## src/rtl/cpu_pkg.sv

```systemverilog
// cpu_pkg: constants shared by the fetch unit and the fetch sequencer state encoding.
package cpu_pkg;
    typedef enum logic [1:0] {S_RUN = 2'd0, S_HOLD = 2'd1, S_HALT = 2'd2} fetch_state_e;
    localparam logic [31:0] INI_ADDR  = 32'h0000_3000;
    localparam logic [31:0] FAULT_VEC = 32'h0000_4180;
    localparam int          IM_DEPTH  = 1024;
endpackage

```

## src/rtl/fetch_redir_buf.sv

```systemverilog
// fetch_redir_buf: pending-redirect latch; capture overwrites, consume clears, flush drops.
module fetch_redir_buf
    import cpu_pkg::*;
(
    input  logic        Clk,
    input  logic        Rst,
    input  logic        flush_i,
    input  logic        capture_i,
    input  logic        consume_i,
    input  logic [31:0] target_i,
    output logic        pend_valid_o,
    output logic [31:0] pend_target_o
);
    logic        valid_q, valid_d;
    logic [31:0] target_q, target_d;

    always_comb begin
        valid_d  = flush_i ? 1'b0 : capture_i ? 1'b1 : consume_i ? 1'b0 : valid_q;
        target_d = flush_i ? 32'd0 : capture_i ? target_i : target_q;
    end

    always_ff @(posedge Clk) begin
        if (Rst) begin
            valid_q  <= 1'b0;
            target_q <= 32'd0;
        end else begin
            valid_q  <= valid_d;
            target_q <= target_d;
        end
    end

    assign pend_valid_o  = valid_q;
    assign pend_target_o = target_q;
endmodule

```

## src/rtl/fetch_seq.sv

```systemverilog
// fetch_seq: next-PC sequencer for the IFU (run/hold/halt, redirect latching, IF/ID enable).
// Optional target range/alignment check enabled by FETCH_SEQ_ALIGN_CHECK_EN.
module fetch_seq #(
    parameter logic [31:0] INI_ADDR  = cpu_pkg::INI_ADDR,
    parameter int          IM_DEPTH  = cpu_pkg::IM_DEPTH,
    parameter logic [31:0] FAULT_VEC = cpu_pkg::FAULT_VEC
) (
    input  logic        Clk,
    input  logic        Rst,
    input  logic [31:0] PCNow,
    input  logic        Stall,
    input  logic        RedirValid,
    input  logic [31:0] RedirTarget,
    input  logic        HaltReq,
    output logic [31:0] PCNext,
    output logic        FetchValid,
    output logic        IFIDEn,
    output logic        Halted,
    output logic [31:0] FetchCount,
    output logic        Fault
);
    import cpu_pkg::*;

`ifdef FETCH_SEQ_ALIGN_CHECK_EN
    localparam bit ALIGN_EN = 1'b1;
`else
    localparam bit ALIGN_EN = 1'b0;
`endif
    localparam logic [31:0] END_ADDR = INI_ADDR + 32'(4 * IM_DEPTH);

    fetch_state_e state_q;
    logic [31:0]  count_q;
    logic         fault_q;
    logic         active, apply, bad, pend_valid;
    logic [31:0]  pend_target, tgt;

    // A pending redirect is older than a new one, so it is applied first.
    always_comb begin
        active = state_q != S_HALT;
        tgt    = pend_valid ? pend_target : RedirTarget;
        apply  = active & ~HaltReq & ~Stall & (pend_valid | RedirValid);
        bad    = ALIGN_EN & apply & ((tgt[1:0] != 2'b00) | (tgt < INI_ADDR) | (tgt >= END_ADDR));
        PCNext = Rst ? INI_ADDR :
                 (~active | Stall | HaltReq) ? PCNow :
                 bad ? FAULT_VEC :
                 apply ? tgt : PCNow + 32'd4;
        FetchValid = ~Rst & active;
        IFIDEn     = ~Rst & active & ~Stall;
        Halted     = ~Rst & ~active;
    end

    fetch_redir_buf u_redir_buf (
        .Clk          (Clk),
        .Rst          (Rst),
        .flush_i      (~active | HaltReq),
        .capture_i    (RedirValid & ~(apply & ~pend_valid)),
        .consume_i    (apply),
        .target_i     (RedirTarget),
        .pend_valid_o (pend_valid),
        .pend_target_o(pend_target)
    );

    always_ff @(posedge Clk) begin
        if (Rst) begin
            state_q <= S_RUN;
            count_q <= 32'd0;
            fault_q <= 1'b0;
        end else begin
            if (active) state_q <= HaltReq ? S_HALT : Stall ? S_HOLD : S_RUN;
            if (IFIDEn) count_q <= count_q + 32'd1;
            if (bad) fault_q <= 1'b1;
        end
    end

    assign FetchCount = count_q;
    assign Fault      = fault_q;
endmodule

```

## config.mk

```make
export PLATFORM = sky130hd
export DESIGN_NAME = fetch_seq
export DESIGN_NICKNAME = d
export VERILOG_FILES = /design/src/rtl/cpu_pkg.sv /design/src/rtl/fetch_redir_buf.sv /design/src/rtl/fetch_seq.sv
export SDC_FILE = /design/constraint.sdc
export NUM_CORES = 1
export LEC_CHECK = 0
export BUFFER_PORTS_ARGS = -buffer_cell sky130_fd_sc_hd__buf_2
export CORE_MARGIN = 4
export CORE_UTILIZATION = 40
export DETAILED_ROUTE_END_ITERATION = 16
export HOLD_SLACK_MARGIN = 0.1
export PLACE_DENSITY = 0.66
export SKIP_CTS_REPAIR_TIMING = 1
export SYNTH_ARGS = -nofsm -noshare
export SYNTH_HDL_FRONTEND = slang
export SYNTH_SLANG_ARGS = --single-unit
export TNS_END_PERCENT = 30
```

## constraint.sdc

```tcl
create_clock -name Clk -period 2.4 [get_ports Clk]
set_input_delay 0.12 -clock Clk [delete_from_list [all_inputs] [get_ports Clk]]
set_output_delay 0.12 -clock Clk [all_outputs]
set_load 0.02 [all_outputs]
```

== After elaboration in Yosys (flattened, before gate mapping) ==
Index checks and enable logic that the tools add are counted.

* Flip-flop bits (word level): 67
* Bits in latches: 0
* Bits in writable memories: 0
* Memory bits (read-only): 0
* Input port bits: 69
* Output and inout port bits: 68
* Logic and storage cells: 35
* Memories kept: 0

* $add $sub $neg: 2
* Multipliers: 0
* Div/mod/pow operators: 0
* $lt $le $gt $ge: 0
* Equal/unequal tests: 1
* Shifts and indexed selects: 0
* Mux-type cells: 8
* Bitwise logic cells: 18
* Reductions and logical operators: 2

{| class="wikitable"
|+ Operator list
! operator !! number
|-
| 2-to-1 mux 32 bit || 4
|-
| adder 32 x 1 -> 32 bit, second input constant || 1
|-
| adder 32 x 3 -> 32 bit, second input constant || 1
|-
| AND 1 bit || 8
|-
| NOT 1 bit || 6
|-
| bitwise OR 1 bit || 4
|-
| 2-to-1 mux 1 bit || 3
|-
| 2-to-1 mux 2 bit || 1
|-
| inequality test 2 bit, second input constant || 1
|-
| nonzero test 2 bit || 1
|-
| OR reduction 2 bit || 1
|}

== Longest topological paths before layout ==
* Depth after elaboration: 8
* Mapped depth: 8
* Mapped depth without buffers: 6

== Cells and area by module ==
Synthesis repeated with hierarchy kept, for this count alone.

* Cell total of the unflattened synthesis: 575
* Area total of the unflattened synthesis: 4534.3 sq um

{| class="wikitable"
|+ Modules (own cells, without submodules)
! module !! times used !! cells an instance !! area each (sq um) !! seq. area each (sq um)
|-
| fetch_seq || 1 || 466 || 3311.9 || 680.7
|-
| fetch_redir_buf || 1 || 109 || 1222.4 || 660.6
|}

== Least setup slack after synthesis ==
Ideal clock, no wire load.

* Kind: register to output
* Start point: register state_q[1]
* End point: output PCNext[0]
* Data arrival time: 1.987 ns
* Required time: 2.280 ns
* Path slack: 0.293 ns
* Stages on the path, launching flop included: 9
* Path buffers: 3
* Cell sequence: dfxtp_1 nor2b_1 clkbuf_1 or3_1 clkbuf_1 clkbuf_1 nor2_1 nor2_1 a211oi_1

* Longest elaborated chain between the ends: 7
* Elaborated cells on any way between the ends: 10
* Those cells by class: eq/ne: 1; mux: 3; bitwise: 6

{| class="wikitable"
|+ Ends and longest elaborated chain
! element !! line !! text
|-
| start: declaration || fetch_seq.sv:31 || <nowiki>fetch_state_e state_q;</nowiki>
|-
| start signal: assignment || fetch_seq.sv:69 || <nowiki>if (active) state_q <= HaltReq ? S_HALT : Stall ? S_HOLD : S_RUN;</nowiki>
|-
| inequality test 2 bit * || fetch_seq.sv:39 || <nowiki>active = state_q != S_HALT;</nowiki>
|-
| AND 1 bit (3 in a row) || fetch_seq.sv:41 || <nowiki>apply = active & ~HaltReq & ~Stall & (pend_valid | RedirValid);</nowiki>
|-
| 2-to-1 mux 32 bit || fetch_seq.sv:46 || <nowiki>apply ? tgt : PCNow + 32'd4;</nowiki>
|-
| 2-to-1 mux 32 bit * || fetch_seq.sv:44 || <nowiki>(~active | Stall | HaltReq) ? PCNow :</nowiki>
|-
| 2-to-1 mux 32 bit * || fetch_seq.sv:43 || <nowiki>PCNext = Rst ? INI_ADDR :</nowiki>
|-
| end: declaration || fetch_seq.sv:15 || <nowiki>output logic [31:0] PCNext,</nowiki>
|}

Every way passes the cells marked *; elsewhere a longest branch is shown, timed or not.

== Worst setup path after layout ==
* Start point: register state_q[1]
* End point: output PCNext[27]

The elaborated chain is that of the path after synthesis.

==> impl_metrics.tcl <==
set metrics [dict create \
    cts_sinks 67 \
    yosysWarnings 0 \
    setup.worst_path.end_class "primary output" \
    antenna_found_initial 0 \
    die_y_um 112 \
    reg2reg_to "u_redir_buf.pend_target_o[3]" \
    finClkSkew_ps 12.8 \
    fin_nets 857 \
    die_area_um2 12600 \
    synth_top_cell_area_share_pct 30.8 \
    via_per_inst 5.54 \
    tightest_slew_ps 605 \
    syn_avg_cell_area_um2 6.95 \
    cts_buffer_depth 2 \
    synth_commonest_cells "130 x nand2_1, 73 x a21oi_1, 67 x dfxtp_1" \
    holdCritPathClass "input pin to flip-flop" \
    setup_viol 0 \
    syn_nets 697 \
    peakVddDrop_mv 0.263 \
    r2r_slack_ps 430 \
    ys_types 61 \
    status "finished, final reports clean" \
    num_vias 5132 \
    totalWireLength_um 14700 \
    antenna_cells 0 \
    min_path_cells 4 \
    drtAntennaViolNets 0 \
    rsz0062_at_grt "false" \
    portBuffers 135 \
    ys_seq_area_share_pct 30.8 \
    firstDrtPassIters 5 \
    place_congestion 0.877 \
    fp.dieW_um 112 \
    p_per_area_nw_per_um2 473 \
    critPathKind "flip-flop to primary output" \
    required_ps 2280 \
    min_period_ps 2270 \
    finalHoldViolCount 0 \
    p_total_w 0.00275 \
    yosysTopAreaCell "dfxtp_1" \
    slew_violations 0 \
    core_area_um2 10500 \
    ys_seq_elements 67 \
    min-delay-start "Stall" \
    synthFlopType "dfxtp_1" \
    wl_per_cell_um 15.8 \
    first_iter_violations 516 \
    grt_pass1_vias 4599 \
    drive_gt1_share_pct 24.9 \
    relSlewSlack_pct 59.3 \
    post-synth-top-count-cell "nand2_1" \
    cts_tree "built" \
    netlist_area_um2 4350 \
    insertion_delay_ps 360 \
    rows 37 \
    reg2reg_from "u_redir_buf.pend_valid_o" \
    tns_ps 0 \
    max-cap-violations 0 \
    initial_core_util_pct 41.6 \
    ioPinCount 137 \
    cp-start-kind "flip-flop" \
    drc 0 \
    power_leakage_nw 2.41 \
    dp_hpwl_um 10300 \
    synthArstFlopShare_pct 0 \
    grt_overflow 0 \
    synth_edf_count 0 \
    cts.clk_slew.worst_paths_ps 80 \
    synthTopCellsByArea "dfxtp_1 31%, nand2_1 11%, a21oi_1 8.4%, o21ai_0 5.1%, xor2_1 5.0%" \
    critPathMaxFanout 10 \
    reg2reg_depth 6 \
    worstHoldEndpoint "FetchCount[1]" \
    numCtsBuffers 9 \
    fin_crit_sh_pct 94.6 \
    grt_pass1_wl_um 23000 \
    syn2layout_area_growth_pct 33.6 \
    cts-root-buf "clkbuf_8" \
    htree_num_levels 3 \
    max_freq_mhz 441 \
    grt_max_degree 44 \
    cp_data_arrival_time_ps 2150 \
    grtUsageTotal_pct 22.0 \
    syn-instance-count 626 \
]
==> worst max path at each step <==
| stage | cells after the start | slack (ps) | startpoint | to |
|---|---|---|---|---|
| final | 5 | 130 | state_q[1] | PCNext[27] |
| after global routing | 7 | 20 | u_redir_buf.pend_valid_o | PCNext[1] |
| after CTS | 5 | 40 | state_q[1] | PCNext[27] |
| after detailed placement | 8 | 160 | PCNow[2] | PCNext[26] |
| after global placement | 8 | 260 | PCNow[2] | PCNext[26] |
| after floorplan | 8 | 290 | state_q[1] | PCNext[0] |
==> logic make-up after synthesis <==
| kind of cell | share of synthesized area, % |
|---|---|
| AND/OR/NAND/NOR | 34.3 |
| AO/OA/AOI/OAI | 21.4 |
| adder cells (fa/ha/maj) | 0.575 |
| buffers and inverters | 5.09 |
| multiplexers | 2.07 |
| other | 0.0862 |
| XOR/XNOR | 5.64 |
| flip-flops | 30.8 |
==> where the power goes <==
part	switching, W	leakage, nW	total, W	internal (W)
Combinational	0.000356	1.76	0.000581	0.000224
Sequential	0.0000110	0.542	0.00114	0.00113
Clock	0.000529	0.102	0.00103	0.000498
==> cell usage in the layout (no fill, tap or decap), types with 3 or more instances in the layout <==
master	Yosys	final
buf_2	5	135
nand2_1	130	130
a21oi_1	73	73
dfxtp_1	67	66
nor2_1	53	53
o21ai_0	44	44
dlygate4sd3_1	0	35
buf_4	1	27
nand4_1	25	25
xor2_1	25	25
nand3_1	23	23
nor3_1	12	12
mux2i_1	9	9
clkbuf_8	0	9
or3_1	9	8
and3_1	8	8
and4_1	8	8
nor4_1	8	7
nand2b_1	7	7
o211ai_1	6	6
inv_1	6	6
o22ai_1	4	4
a211oi_1	4	4
a31oi_1	3	3
nor4b_1	3	3
o311ai_0	3	3
a22oi_1	3	3
o32ai_1	3	3
xnor2_1	3	3
==> per-stage QoR <==
stage                     cells  utilization [%]  hold slack, ps  setup WS (ps)  instance area [µm²]
after floorplan             626                -             232            293                 4350
after global placement      876             50.1             375            255                 5240
after detailed placement    876             50.1             379            163                 5240
after CTS                   892             52.1           -7.57           39.2                 5450
after global routing        927             55.5             337           15.4                 5810
final                       927             55.5             287            130                 5810
==> state kept, by name (all words and copies together), names as in the netlist <==
register and count:
u_redir_buf.pend_target_o 32, state_q 2, FetchCount 32, u_redir_buf.pend_valid_o 1
==> cell type report <==
class | instances | area, µm²
flip-flops and latches | 67 | 1340
clock inverters | 7 | 83.8
multi-input cells | 503 | 2810
repair buffers | 198 | 1250
fillers | 1045 | 4650
well taps | 136 | 170
clock buffers | 9 | 124
inverters | 7 | 26.3
==> routing by layer <==
layer  vias to the layer above  track usage, %  wire (µm)
met5                         -               0          0
met4                         0            5.29        129
met3                        14            4.37        932
met2                       194            36.4       7020
met1                      2382            29.5       6570
li1                       2542               -          -
==> critical path, cell delays in order, from the launching register on <==
cell and delay (ps):
dfxtp_1 300, nor2b_1 130, or3_4 400, or4_1 490
a31oi_1 270, buf_2 210
No activity file was read; power rests on OpenSTA's default activity.
